[src/rtl/enemy_pkg.sv]
// Shared types and helpers for the enemy squad mover: direction encoding,
// scan FSM states and free-vector utilities.
package enemy_pkg;

    // Direction encoding; reverse of a direction is obtained by flipping bit 1.
    typedef enum logic [1:0] {
        DIR_UP    = 2'd0,
        DIR_RIGHT = 2'd1,
        DIR_DOWN  = 2'd2,
        DIR_LEFT  = 2'd3
    } dir_t;

    typedef enum logic {
        IDLE = 1'b0,
        SCAN = 1'b1
    } scan_state_t;

    // Opposite direction: UP<->DOWN, RIGHT<->LEFT.
    function automatic dir_t reverse_dir(input dir_t d);
        return dir_t'(d ^ 2'd2);
    endfunction

    // Number of free directions in a {up,right,down,left} vector.
    function automatic logic [2:0] free_count(input logic [3:0] f);
        return {2'b00, f[3]} + {2'b00, f[2]} + {2'b00, f[1]} + {2'b00, f[0]};
    endfunction

    // Is direction d open in free vector f (bit 3 = up ... bit 0 = left)?
    function automatic logic dir_free(input logic [3:0] f, input dir_t d);
        logic r;
        case (d)
            DIR_UP:    r = f[3];
            DIR_RIGHT: r = f[2];
            DIR_DOWN:  r = f[1];
            default:   r = f[0];
        endcase
        return r;
    endfunction

endpackage

[src/rtl/enemy_dir_decide.sv]
// Combinational direction choice for one enemy: corridor following, the
// no-reverse rule, and chase/flee steering at junctions.
module enemy_dir_decide
    import enemy_pkg::*;
#(
    parameter int COORD_W     = 11,
    parameter int BLOCK_SHIFT = 5
) (
    input  logic [3:0]                free_vec,
    input  dir_t                      cur_dir,
    input  logic signed [COORD_W-1:0] enemy_x,
    input  logic signed [COORD_W-1:0] enemy_y,
    input  logic signed [COORD_W-1:0] player_x,
    input  logic signed [COORD_W-1:0] player_y,
    input  logic                      chase_mode,
    output dir_t                      new_dir,
    output logic                      move
);

    localparam int BW = COORD_W - BLOCK_SHIFT;

    // Block coordinates are the upper bits of the pixel coordinate, compared unsigned.
    logic [BW-1:0] ex_b, ey_b, px_b, py_b;
    logic [BW-1:0] dx, dy;
    logic          unused_bits;

    assign ex_b = enemy_x[COORD_W-1:BLOCK_SHIFT];
    assign ey_b = enemy_y[COORD_W-1:BLOCK_SHIFT];
    assign px_b = player_x[COORD_W-1:BLOCK_SHIFT];
    assign py_b = player_y[COORD_W-1:BLOCK_SHIFT];
    assign dx   = (ex_b > px_b) ? (ex_b - px_b) : (px_b - ex_b);
    assign dy   = (ey_b > py_b) ? (ey_b - py_b) : (py_b - ey_b);

    assign unused_bits = ^{enemy_x[BLOCK_SHIFT-1:0], enemy_y[BLOCK_SHIFT-1:0],
                           player_x[BLOCK_SHIFT-1:0], player_y[BLOCK_SHIFT-1:0]};

    dir_t       rev, tgt_x, tgt_y, prim, sec, any_free, first_nonrev, d_k;
    logic [2:0] cnt;

    // Pick the next direction; reversal only happens when it is the sole exit.
    always_comb begin
        rev          = reverse_dir(cur_dir);
        cnt          = free_count(free_vec);
        new_dir      = cur_dir;
        move         = 1'b0;
        any_free     = cur_dir;
        first_nonrev = cur_dir;
        d_k          = DIR_UP;

        // Descending scan so the lowest-numbered (UP first) candidate wins.
        for (int k = 3; k >= 0; k--) begin
            d_k = dir_t'(k[1:0]);
            if (dir_free(free_vec, d_k)) begin
                any_free = d_k;
                if (d_k != rev) first_nonrev = d_k;
            end
        end

        // Equal block coordinate resolves to RIGHT / DOWN in either mode.
        if (px_b == ex_b)                     tgt_x = DIR_RIGHT;
        else if ((px_b > ex_b) == chase_mode) tgt_x = DIR_RIGHT;
        else                                  tgt_x = DIR_LEFT;

        if (py_b == ey_b)                     tgt_y = DIR_DOWN;
        else if ((py_b > ey_b) == chase_mode) tgt_y = DIR_DOWN;
        else                                  tgt_y = DIR_UP;

        prim = (dx >= dy) ? tgt_x : tgt_y;
        sec  = (dx >= dy) ? tgt_y : tgt_x;

        case (cnt)
            3'd0: begin
                new_dir = cur_dir;
                move    = 1'b0;
            end
            3'd1: begin
                new_dir = any_free;
                move    = 1'b1;
            end
            3'd2: begin
                move = 1'b1;
                if (dir_free(free_vec, cur_dir)) begin
                    new_dir = cur_dir;
                end else if (cur_dir == DIR_UP || cur_dir == DIR_DOWN) begin
                    if (dir_free(free_vec, DIR_RIGHT))     new_dir = DIR_RIGHT;
                    else if (dir_free(free_vec, DIR_LEFT)) new_dir = DIR_LEFT;
                    else                                   new_dir = any_free;
                end else begin
                    if (dir_free(free_vec, DIR_UP))        new_dir = DIR_UP;
                    else if (dir_free(free_vec, DIR_DOWN)) new_dir = DIR_DOWN;
                    else                                   new_dir = any_free;
                end
            end
            default: begin
                move = 1'b1;
                if (dir_free(free_vec, prim) && prim != rev)     new_dir = prim;
                else if (dir_free(free_vec, sec) && sec != rev)  new_dir = sec;
                else                                             new_dir = first_nonrev;
            end
        endcase
    end

endmodule

[src/rtl/enemy_squad_mover.sv]
// Moves a squad of maze enemies once per frame, visiting one enemy per cycle
// through a single shared direction-decision unit, with staggered respawn.
module enemy_squad_mover
    import enemy_pkg::*;
#(
    parameter int N_ENEMIES      = 4,
    parameter int COORD_W        = 11,
    parameter int FRAC_BITS      = 6,
    parameter int SPEED          = 128,
    parameter int BLOCK_SHIFT    = 5,
    parameter int SPAWN_X        = 504,
    parameter int SPAWN_Y        = 344,
    parameter int RESPAWN_FRAMES = 256,
    parameter int SPAWN_STAGGER  = 64
) (
    input  logic                           clk,
    input  logic                           resetN,
    input  logic                           startOfFrame,
    input  logic [4*N_ENEMIES-1:0]         free_dir_flat,
    input  logic signed [COORD_W-1:0]      player_top_leftX,
    input  logic signed [COORD_W-1:0]      player_top_leftY,
    input  logic                           chase_mode,
    input  logic [N_ENEMIES-1:0]           kill_vec,
    input  logic                           player_died,
    output logic [COORD_W*N_ENEMIES-1:0]   topLeftX_flat,
    output logic [COORD_W*N_ENEMIES-1:0]   topLeftY_flat,
    output logic [2*N_ENEMIES-1:0]         dir_flat,
    output logic [N_ENEMIES-1:0]           alive_vec,
    output logic                           busy
);

    localparam int POS_W = COORD_W + FRAC_BITS;
    localparam int IDX_W = (N_ENEMIES > 1) ? $clog2(N_ENEMIES) : 1;
    localparam int CNT_W = 16;

    localparam logic signed [POS_W-1:0] SPAWN_X_FP = POS_W'(SPAWN_X * (2 ** FRAC_BITS));
    localparam logic signed [POS_W-1:0] SPAWN_Y_FP = POS_W'(SPAWN_Y * (2 ** FRAC_BITS));
    localparam logic signed [POS_W-1:0] STEP       = POS_W'(SPEED);
    localparam logic [IDX_W-1:0]        LAST_IDX   = IDX_W'(N_ENEMIES - 1);

    scan_state_t             state;
    logic [IDX_W-1:0]        idx;

    logic signed [POS_W-1:0] pos_x [N_ENEMIES];
    logic signed [POS_W-1:0] pos_y [N_ENEMIES];
    dir_t                    dir_r [N_ENEMIES];
    logic [CNT_W-1:0]        dead_cnt [N_ENEMIES];
    logic [N_ENEMIES-1:0]    alive_r;

    logic [3:0]              cur_free;
    logic signed [COORD_W-1:0] cur_x_px, cur_y_px;
    dir_t                    dec_dir;
    logic                    dec_move;

    // Operands of the enemy currently being visited.
    assign cur_free = free_dir_flat[4*idx +: 4];
    assign cur_x_px = pos_x[idx][POS_W-1:FRAC_BITS];
    assign cur_y_px = pos_y[idx][POS_W-1:FRAC_BITS];

    enemy_dir_decide #(
        .COORD_W     (COORD_W),
        .BLOCK_SHIFT (BLOCK_SHIFT)
    ) u_decide (
        .free_vec   (cur_free),
        .cur_dir    (dir_r[idx]),
        .enemy_x    (cur_x_px),
        .enemy_y    (cur_y_px),
        .player_x   (player_top_leftX),
        .player_y   (player_top_leftY),
        .chase_mode (chase_mode),
        .new_dir    (dec_dir),
        .move       (dec_move)
    );

    // Scan FSM: one frame pulse walks the index across all enemies; pulses while busy are dropped.
    always_ff @(posedge clk) begin
        if (!resetN) begin
            state <= IDLE;
            idx   <= '0;
            busy  <= 1'b0;
        end else begin
            case (state)
                IDLE: begin
                    if (startOfFrame) begin
                        state <= SCAN;
                        idx   <= '0;
                        busy  <= 1'b1;
                    end
                end
                SCAN: begin
                    if (idx == LAST_IDX) begin
                        state <= IDLE;
                        idx   <= '0;
                        busy  <= 1'b0;
                    end else begin
                        idx <= idx + 1'b1;
                    end
                end
                default: begin
                    state <= IDLE;
                    idx   <= '0;
                    busy  <= 1'b0;
                end
            endcase
        end
    end

    // Per-enemy state: kills win over the scan slot, alive enemies move, dead ones count to respawn.
    always_ff @(posedge clk) begin
        if (!resetN) begin
            for (int i = 0; i < N_ENEMIES; i++) begin
                pos_x[i]    <= SPAWN_X_FP;
                pos_y[i]    <= SPAWN_Y_FP;
                dir_r[i]    <= DIR_LEFT;
                dead_cnt[i] <= '0;
            end
            alive_r <= '1;
        end else begin
            for (int i = 0; i < N_ENEMIES; i++) begin
                if (kill_vec[i] || player_died) begin
                    alive_r[i]  <= 1'b0;
                    dead_cnt[i] <= '0;
                end else if (state == SCAN && idx == IDX_W'(i)) begin
                    if (alive_r[i]) begin
                        dir_r[i] <= dec_dir;
                        if (dec_move) begin
                            case (dec_dir)
                                DIR_UP:    pos_y[i] <= pos_y[i] - STEP;
                                DIR_RIGHT: pos_x[i] <= pos_x[i] + STEP;
                                DIR_DOWN:  pos_y[i] <= pos_y[i] + STEP;
                                default:   pos_x[i] <= pos_x[i] - STEP;
                            endcase
                        end
                    end else if (dead_cnt[i] + 1'b1 == CNT_W'(RESPAWN_FRAMES + i * SPAWN_STAGGER)) begin
                        pos_x[i]    <= SPAWN_X_FP;
                        pos_y[i]    <= SPAWN_Y_FP;
                        dir_r[i]    <= DIR_LEFT;
                        alive_r[i]  <= 1'b1;
                        dead_cnt[i] <= '0;
                    end else begin
                        dead_cnt[i] <= dead_cnt[i] + 1'b1;
                    end
                end
            end
        end
    end

    // Pixel outputs are the integer part of the fixed-point positions.
    for (genvar g = 0; g < N_ENEMIES; g++) begin : g_out
        assign topLeftX_flat[COORD_W*g +: COORD_W] = pos_x[g][POS_W-1:FRAC_BITS];
        assign topLeftY_flat[COORD_W*g +: COORD_W] = pos_y[g][POS_W-1:FRAC_BITS];
        assign dir_flat[2*g +: 2]                  = dir_r[g];
    end

    assign alive_vec = alive_r;

endmodule

[config.mk]
export PLATFORM = sky130hd
export DESIGN_NAME = enemy_squad_mover
export DESIGN_NICKNAME = d
export VERILOG_FILES = /design/src/rtl/enemy_pkg.sv /design/src/rtl/enemy_dir_decide.sv /design/src/rtl/enemy_squad_mover.sv
export SDC_FILE = /design/constraint.sdc
export NUM_CORES = 1
export LEC_CHECK = 0
export ABC_AREA = 1
export CAP_MARGIN = 20
export CORE_AREA = 10 10 162 164
export DETAILED_ROUTE_END_ITERATION = 12
export DIE_AREA = 0 0 172 174
export GPL_ROUTABILITY_DRIVEN = 0
export PLACE_DENSITY = 0.76
export SLEW_MARGIN = 0
export SYNTH_ARGS = -nofsm -noshare
export SYNTH_HDL_FRONTEND = slang
export SYNTH_SLANG_ARGS = --single-unit
[constraint.sdc]
create_clock -name clk -period 12.55 [get_ports clk]
set_input_delay 1.8825 -clock clk [delete_from_list [all_inputs] [get_ports clk]]
set_output_delay 1.8825 -clock clk [all_outputs]
set_load 0.01 [all_outputs]
* Word-level counts from Yosys, hierarchy flattened
Memory sizes are Yosys's and may differ from the RTL's. A register that Yosys moved wholly into a read port is not among the register bits. Index checks and enable logic that the tools add are counted.
Storage, ports and cells: memories 4, register bits after elaboration 8, word-level logic and storage cells 434, RAM bits 208, input bits 47
Memories:
- pos_x | words 4, bits a word 17, rd ports 5, clocked after memory_dff 1, write ports 4, RTL line enemy_squad_mover.sv:44 | logic signed [POS_W-1:0] pos_x [N_ENEMIES];
- pos_y | words 4, bits a word 17, rd ports 5, clocked after memory_dff 1, write ports 4, RTL line enemy_squad_mover.sv:45 | logic signed [POS_W-1:0] pos_y [N_ENEMIES];
- dead_cnt | words 4, bits a word 16, rd ports 4, clocked after memory_dff 0, write ports 4, RTL line enemy_squad_mover.sv:47 | logic [CNT_W-1:0] dead_cnt [N_ENEMIES];
- dir_r | words 4, bits a word 2, rd ports 5, clocked after memory_dff 1, write ports 4, RTL line enemy_squad_mover.sv:46 | dir_t dir_r [N_ENEMIES];
Operators by class: $add $sub $neg 28, reduce and logical (&&, ||, !) cells 25, shift-type cells 1, bitwise operators 46, magnitude comparators 5, eq/ne operators 28, multiplexer cells 290
Operators by type and width (count):
- 17-bit two-way mux | 24
- 1-bit two-way mux | 203
- 16-bit two-way mux | 12
- 17-bit by 9-bit adder with 17-bit output, second input constant | 8
- 17-bit by 9-bit subtractor with 17-bit output, second input constant | 8
- 2-bit two-way mux | 42
- 16-bit by 1-bit adder with 16-bit output, second input constant | 4
- 16-bit by 9-bit equality test with 1-bit output, second input constant | 4
- 1-bit bitwise OR | 44
- 6-bit > comparator | 4
- 6-bit subtractor | 4
- 16-bit by 5-bit variable part select with 4-bit output | 1
- 2-bit equality test, second input constant | 6
- 6-bit equality test | 2
- 6-bit two-way mux | 2
- 2-bit by 1-bit equality test with 1-bit output, second input constant | 5
- 2-bit zero test | 5
- 2-bit nonzero test | 5
- 1-bit one-hot mux with 3 select lines | 3
- 3-bit by 1-bit adder with 3-bit output | 2
- 6-bit >= comparator | 1
- 1-bit logical AND | 6
- 2-bit one-hot mux with 3 select lines | 1
- 3-bit OR reduction | 2
- other kinds (16) | 25

* Longest topological paths before layout
Gate-level depths: netlist of run 1.
word-level depth 28, mapped depth 55

* Hierarchy
A second synthesis of run 1 with hierarchy kept.
Second synthesis, totals: cells, all modules 1737, area, all modules 13405.4 µm²
By module, submodules not included:
- enemy_squad_mover | times used 1, area an instance 11568.6 µm², cells an instance 1454, sequential area each 4764.6 µm²
- enemy_dir_decide | times used 1, area an instance 1836.8 µm², cells an instance 283, sequential area each 0.0 µm²

* Worst setup path after synthesis of run 1
Ideal clock, no wire load.
path type input -> register, from input port player_top_leftY[5], to memory pos_y[0][16] (netlist bit), data pin, library setup time 148 ps, required time 12402 ps, stages on the path 47, slack 5071 ps, arrival time 7330 ps, cell sequence ha_1 -> inv_1 -> fa_1 -> a21oi_1 -> nor2_1 -> nor2_1 -> o21ai_0 -> nand2_1 -> o211ai_1 -> o21ai_0 -> o21ai_0 -> a21oi_1 -> xnor2_1 -> inv_1 -> ha_1 -> nand2_1 -> inv_1 -> a21oi_1 -> (+11 left out) -> nand2_4 -> inv_6 -> nand3_2 -> inv_2 -> nand2_1 -> ha_1 -> nand2_1 -> nand2_1 -> a21oi_1 -> o21ai_0 -> a21oi_1 -> o21bai_1 -> a21oi_1 -> nor2_1 -> nor2_1 -> xor2_1 -> or2_2 -> a21oi_1
RTL lines:
- from (decl) | RTL line enemy_squad_mover.sv:21 | input logic signed [COORD_W-1:0] player_top_leftY,
- to (decl) | RTL line enemy_squad_mover.sv:45

==> impl_metrics.csv, run 1 <==
group,metric,value,unit
global_route,antenna_found_initial,0,
sta,worst_slack,3.91,ns
final_layout,drive_above_1_share,0.0628,
sta,layout_min_cycle_time,8.64,ns
global_route,first_global_vias,10200,
power,power.total,1.63,mW
clocking,cts_resized,0,
place,dp_hpwl,24.3,mm
final_layout,final_common_cell,"nand2_1",
yosys,async_flop_share,0,
setup_path,start_kind,"primary input",
clocking,clock_latency,0.44,ns
place,post-place-ws,3.54,ns
floorplanning,initial_core_util,0.540,
routing,drt-wirelength-per-cell,15.9,um
yosys,synth_area_leaders,"edfxtp_1 37%, ha_1 9.5%, nand2_1 8.8%",
yosys,synth-seq-cells,162,
routing,routed_via_density,5.44,
worst_hold_path,hp-class,"flop to flop",
yosys,synth.avg_cell_area,8.16,um2
yosys,syn_area,12500,um2
global_route,met1_usage,0.259,
setup_path,worstPathArrival,8.84,ns
setup_path,endpoint,"pos_x[0][16]$_SDFFCE_PP0P_",
sta,skew,0.0113,ns
yosys,synth_cells,1530,
setup_path,required,12.74,ns
final_layout,nNetsFinal,1812,
routing,drt_first_pass_iters,5,
outcome,run_status,"finished, final reports clean",
sta,finalCritPeriodShare,0.689,
final_layout,syn_to_final_growth,16.7,%
yosys,yosysUniqueCellTypes,56,
setup_path,cpMostUsedCell,"nand2_1",
sta,setup_viol,0,
routing,remaining_drc_errors,0,
setup_path,worst-r2r-setup-slack,4.60,ns
sta,relSlewSlack,0.462,
setup_path,crit_path_max_incr_delay,0.64,ns
clocking,postCtsSetupBuffers,0,
setup_path,critPathKind,"primary input to flop",
power,ir_worst_vdd,0.112,mV
sta,finalMaxSlewViolations,0,
clocking,ctsHoldBuffers,0,
clocking,path_clk_slew,0.07,ns
final_layout,finalNonFillerCells,1961,
final_layout,final_cell_mix,"292 x nand2_1, 230 x inv_1, 187 x nor2_1, 152 x edfxtp_1, 129 x clkdlybuf4s50_1",
routing,routed_wl,31.2,mm
yosys,yosysSeqAreaShare,0.382,
setup_path,cp-end-kind,"flop",
global_route,grt.total_usage,0.207,
sta,rsz0062_at_grt,"no",
setup_path,r2r_cells,50,
place,io_buffers,129,
setup_path,cpLargestDelayFamily,"simple AND/OR/NAND/NOR gates",
power,p_leak,6.28,nW
setup_path,cp_slowest_cell,"nor2_1",
floorplanning,num_rows,56,
place,place_inst,1930,
sta,fin_setup_tns,0,ns
clocking,cts_buffers,17,
global_route,grt_overflow,0,
setup_path,crit_cells,46,
yosys,yosys_warnings,0,
yosys,synth_edf_count,152,
clocking,cts_root_buf,"clkbuf_16",
floorplanning,die_x,172,um
routing,ant_nets,0,
clocking,cts_buffer_depth,2,
floorplanning,dieArea,29900,um2
routing,vias,10700,
final_layout,diodes,0,
sta,whs,0.540,ns
setup_path,worstPathMaxFanout,11,
routing,drt_iter0_markers,873,
floorplanning,io_pins,148,
yosys,yosys.area.top_type_share,0.366,
global_route,grt-busiest-layer,"met2",
global_route,grt_use_met3,0.0383,
setup_path,crit_path_start,"player_top_leftY[6]",
sta,timing_hold_violations_final,0,
setup_path,path_buf_inv,5,
floorplanning,fp.coreArea,23100,um2
clocking,cts_tree,"built",
yosys,synthFlopType,"edfxtp_1",
global_route,grt_max_degree,32,
clocking,cts_num_sinks,162,
global_route,grt_pass1_wl,50.2,mm
flow_run,maxCapViolCount,0,
setup_path,timing.rr.end,"pos_x[0][16]$_SDFFCE_PP0P_",
power,powerDensity,112,nW/um2
clocking,cts_htree_levels,4,
yosys,yosys.area.top_type,"edfxtp_1",
floorplanning,fp.dieH,174,um
sta,max_freq,116,MHz
sta,tightestPinTransition,0.805,ns
global_route,grtUsageMet2,0.348,
where the power goes:
part	switching [mW]	internal [mW]
registers	0.0173	0.605
clock network	0.231	0.275
logic	0.333	0.168
layer usage:
metal,part of all wire,vias to the layer above
met2,0.48,389
met5,0,-
met1,0.42,4923
met3,0.075,52
li1,-,5299
met4,0.022,0
synth_stat cells (all sizes together) (2+ instances only):
| library cell | instances |
|---|---|
| a211oi | 3 |
| a21oi | 81 |
| a32oi | 14 |
| and3 | 3 |
| buf | 17 |
| clkbuf | 12 |
| dfxtp | 10 |
| edfxtp | 152 |
| fa | 11 |
| ha | 95 |
| inv | 246 |
| mux2i | 2 |
| nand2 | 303 |
| nand3 | 94 |
| nand3b | 5 |
| nand4 | 23 |
| nor2 | 198 |
| nor3 | 34 |
| nor3b | 5 |
| nor4 | 4 |
| o211ai | 8 |
| o21ai | 66 |
| o21bai | 12 |
| o22ai | 2 |
| or2 | 11 |
| or3 | 2 |
| xnor2 | 32 |
| xor2 | 75 |
worst min-delay path by stage:
stage	start	end	slack (ns)	depth (start not counted)
after detailed placement	busy$_SDFFE_PN0P_	busy$_SDFFE_PN0P_	0.54	2
after floorplan	state$_SDFF_PN0_	flop	0.51	2
after global routing	busy$_SDFFE_PN0P_	busy$_SDFFE_PN0P_	0.60	2
after global placement	busy$_SDFFE_PN0P_	busy$_SDFFE_PN0P_	0.53	2
after CTS	busy$_SDFFE_PN0P_	busy$_SDFFE_PN0P_	0.55	2
final	busy$_SDFFE_PN0P_	busy$_SDFFE_PN0P_	0.54	2
cell families (layout without fill, tap and decap cells):
group                      Yosys count  in the layout  share of synthesized area
AOI/OAI and AO/OA                  193            193                     0.0903
xor gates and xnor gates           107            107                     0.0751
adders and majority gates          106            106                      0.113
buffers and inverters              275            409                     0.0892
DFF                                162            162                      0.382
muxes                                3              3                    0.00251
other                                1              8                   0.000300
and+or+nand+nor                    683            683                      0.248
stage by stage:
stage | instance area, um2 | util
global placement | 14000 | 0.606
finish | 14600 | 0.630
detailed placement | 14000 | 0.606
CTS | 14600 | 0.630
global route | 14600 | 0.630
floorplan | 12500 | -
state kept, by name (all words and copies together), names as in the netlist, named ones only:
signal / flops
dir_r: 8
alive_vec: 4
pos_x: 40
state: 1
pos_y: 40
idx: 2
dead_cnt: 64
busy: 1
area by class of cell:
type                            instances  area (um2)
Clock inverter                         13         130
Tap cell                              290         363
Multi-Input combinational cell       1100        6630
Timing Repair Buffer                  132        1310
Clock buffer                           18         429
Fill cell                            1945        8560
Inverter                              246         933
Sequential cell                       162        4760
worst reg2reg max path: cells and delay by family, from the launching register on:
family	cells	cell delay [ns]
AND/OR/NAND/NOR	26	2.97
flip-flops	1	0.30
XOR/XNOR	1	0.13
buffers and inverters	7	0.99
AO/OA/AOI/OAI	12	2.21
adder cells (fa/ha/maj)	4	1.09
No activity file was read; power rests on OpenSTA's default activity.
==> inputs of run 2 (changes only) <==
==> constraint.sdc (replaced) <==
create_clock -name clk -period 8.4 [get_ports clk]
set_input_delay 1.26 -clock clk [delete_from_list [all_inputs] [get_ports clk]]
set_output_delay 1.26 -clock clk [all_outputs]
set_load 0.01 [all_outputs]
==> run 2 against run 1 <==
Global-route usage down 0.29 points. Combinational power up 54%. Design area up 0.67%. Total power up 52%. Sequential share of layout area down 0.22 points. Hold slack better by 0.0030 ns. Die area unchanged. Critical path depth unchanged. Core utilization up 0.42 points. First-iteration DRC count up 2.6%. Clock skew down 0.0012 ns. Register-to-register slack worse by 3.8 ns.
==> impl_metrics.csv, run 2 (same netlist as run 1, synthesis figures left out) <==
group,metric,value,unit
worst_hold_path,hp-class,"flop to flop",
clocking,clock_latency,0.43,ns
setup_path,worstPathMaxFanout,11,
setup_path,required,8.68,ns
final_layout,finish.utilization,0.634,
clocking,cts_tree,"built",
power,pwr-share-clk,0.312,
global_route,grt_overflow,0,
setup_path,cpMostUsedCell,"nand2_1",
final_layout,final-seq-area,4760,um2
routing,routed_wl,31.1,mm
global_route,grt_max_degree,27,
sta,worst_slack,0.758,ns
sta,setup_viol,0,
sta,tightestPinTransition,0.816,ns
sta,max_freq,131,MHz
clocking,cts_root_buf,"clkbuf_16",
floorplanning,io_pins,148,
final_layout,syn_to_final_growth,17.5,%
final_layout,drive_above_1_share,0.0690,
power,internal_power,1.58,mW
routing,remaining_drc_errors,0,
sta,relSlewSlack,0.452,
place,post-place-ws,0.351,ns
sta,timing_hold_violations_final,0,
clocking,cts_num_sinks,162,
clocking,cts_htree_levels,4,
setup_path,worst-r2r-setup-slack,0.82,ns
global_route,first_global_vias,10100,
power,seq_power_share,0.376,
floorplanning,dieArea,29900,um2
clocking,cts_buffers,17,
final_layout,diodes,0,
floorplanning,die_x,172,um
sta,skew,0.0100,ns
routing,drt_iter0_markers,896,
routing,routed_via_density,5.38,
setup_path,start_kind,"primary input",
setup_path,cp-end-kind,"flop",
setup_path,critPathKind,"primary input to flop",
routing,drt_first_pass_iters,5,
final_layout,final_common_cell,"nand2_1",
clocking,path_clk_slew,0.07,ns
sta,finalCritPeriodShare,0.910,
power,p_leak,6.33,nW
final_layout,nNetsFinal,1821,
clocking,cts_buffer_depth,2,
final_layout,reg.largest.list,"dead_cnt (64), pos_x (40), pos_y (40)",
global_route,antenna_found_initial,0,
floorplanning,fp.dieH,174,um
routing,ant_nets,0,
floorplanning,initial_core_util,0.540,
setup_path,cp_slowest_cell,"clkdlybuf4s50_1",
place,io_buffers,129,
place,place_inst,1939,
place,dp_hpwl,24.2,mm
sta,layout_min_cycle_time,7.64,ns
sta,rsz0062_at_grt,"no",
final_layout,largest-register,"dead_cnt",
power,power.total,2.48,mW
final_layout,finalNonFillerCells,1971,
sta,finalMaxSlewViolations,0,
global_route,grt.total_usage,0.204,
power,comb_power_share,0.312,
setup_path,worstPathArrival,7.93,ns
setup_path,crit_path_max_incr_delay,0.54,ns
final_layout,final_cell_mix,"292 x nand2_1, 230 x inv_1, 187 x nor2_1, 152 x edfxtp_1, 129 x clkdlybuf4s50_1",
sta,fin_setup_tns,0,ns
power,p_sw_frac,0.360,
power,powerDensity,169,nW/um2
routing,vias,10600,
clocking,postCtsSetupBuffers,0,
final_layout,multiInputGateArea,6640,um2
power,p_sw,0.892,mW
power,ir_worst_vdd,0.207,mV
final_layout,fill_cells,1940,
global_route,grt_pass1_wl,49.7,mm
floorplanning,num_rows,56,
final_layout,largest_reg_flops,64,
routing,drt-wirelength-per-cell,15.8,um
outcome,run_status,"finished, final reports clean",
floorplanning,fp.coreArea,23100,um2
flow_run,maxCapViolCount,0,
[run 2: changes by cell type in the layout (fill, tap and decap cells not counted), sizes merged]
cell      delta
clkinv       -1
buf          +9
clkinvlp     -1
inv          +4
clkbuf       -1
[run 2: per-layer routing]
metal | vias up | wire length [um] | share of wire | track usage
met5 | - | 0 | 0 | 0
met4 | 0 | 794 | 0.025 | 0.0672
met3 | 39 | 2070 | 0.066 | 0.0419
met2 | 315 | 14600 | 0.47 | 0.334
met1 | 4946 | 13700 | 0.44 | 0.262
li1 | 5313 | - | - | -
[run 2: cell type report]
class / instances / area share
multi-input combinational: 1100 / 0.453
sequential: 162 / 0.325
tap: 290 / 0.0248
clock inverter: 15 / 0.0103
inverter: 246 / 0.0637
clock buffer: 17 / 0.0290
timing repair buffer: 141 / 0.0942
[run 2: worst paths after layout]
| check | from | end | cells past startpoint |
|---|---|---|---|
| worst min-delay path | busy$_SDFFE_PN0P_ | busy$_SDFFE_PN0P_ | 2 |
| worst max-delay path | player_top_leftY[6] | pos_y[1][16]$_SDFFCE_PP0P_ | 46 |
| worst max register to register | flop | pos_y[1][16]$_SDFFCE_PP0P_ | 45 |
| worst min register to register | busy$_SDFFE_PN0P_ | busy$_SDFFE_PN0P_ | 2 |
[run 2: critical path: cells and delay by family]
family,cells,cell delay [ns]
AOI/OAI and AO/OA,12,1.78
xor gates and xnor gates,2,0.28
and+or+nand+nor,21,2.18
adders and majority gates,3,1.07
buffers and inverters,8,1.31
[run 2: power by group through the flow]
stage	combinational [mW]	clock, mW	sequential (mW)
final	0.773	0.772	0.930
after global routing	0.869	0.810	0.933
after CTS	0.767	0.779	0.929
after detailed placement	0.762	0	0.947
after global placement	0.741	0	0.946
after floorplan	0.572	0	0.942
[run 2: metrics by stage]
stage,instance area (um2),hold slack [ns]
final,14700,0.543
after global routing,14700,0.565
after CTS,14600,0.547
after detailed placement,14100,0.533
after global placement,14100,0.536
after floorplan,12500,0.513
[run 2: timing repair]
action,in CTS,in global routing
gates resized for setup,0,2
hold buffers,0,0
endpoints found under the setup margin,0,2
==> inputs of run 3 (changes only) <==
--- a/config.mk
+++ b/config.mk
@@ -12,7 +12,7 @@
 export DIE_AREA = 0 0 172 174
 export GPL_ROUTABILITY_DRIVEN = 0
 export PLACE_DENSITY = 0.76
-export SLEW_MARGIN = 0
+export SLEW_MARGIN = 10
 export SYNTH_ARGS = -nofsm -noshare
 export SYNTH_HDL_FRONTEND = slang
 export SYNTH_SLANG_ARGS = --single-unit
==> results of run 3 <==
No change in the layout: final DEF, timing and power equal those of run 2.
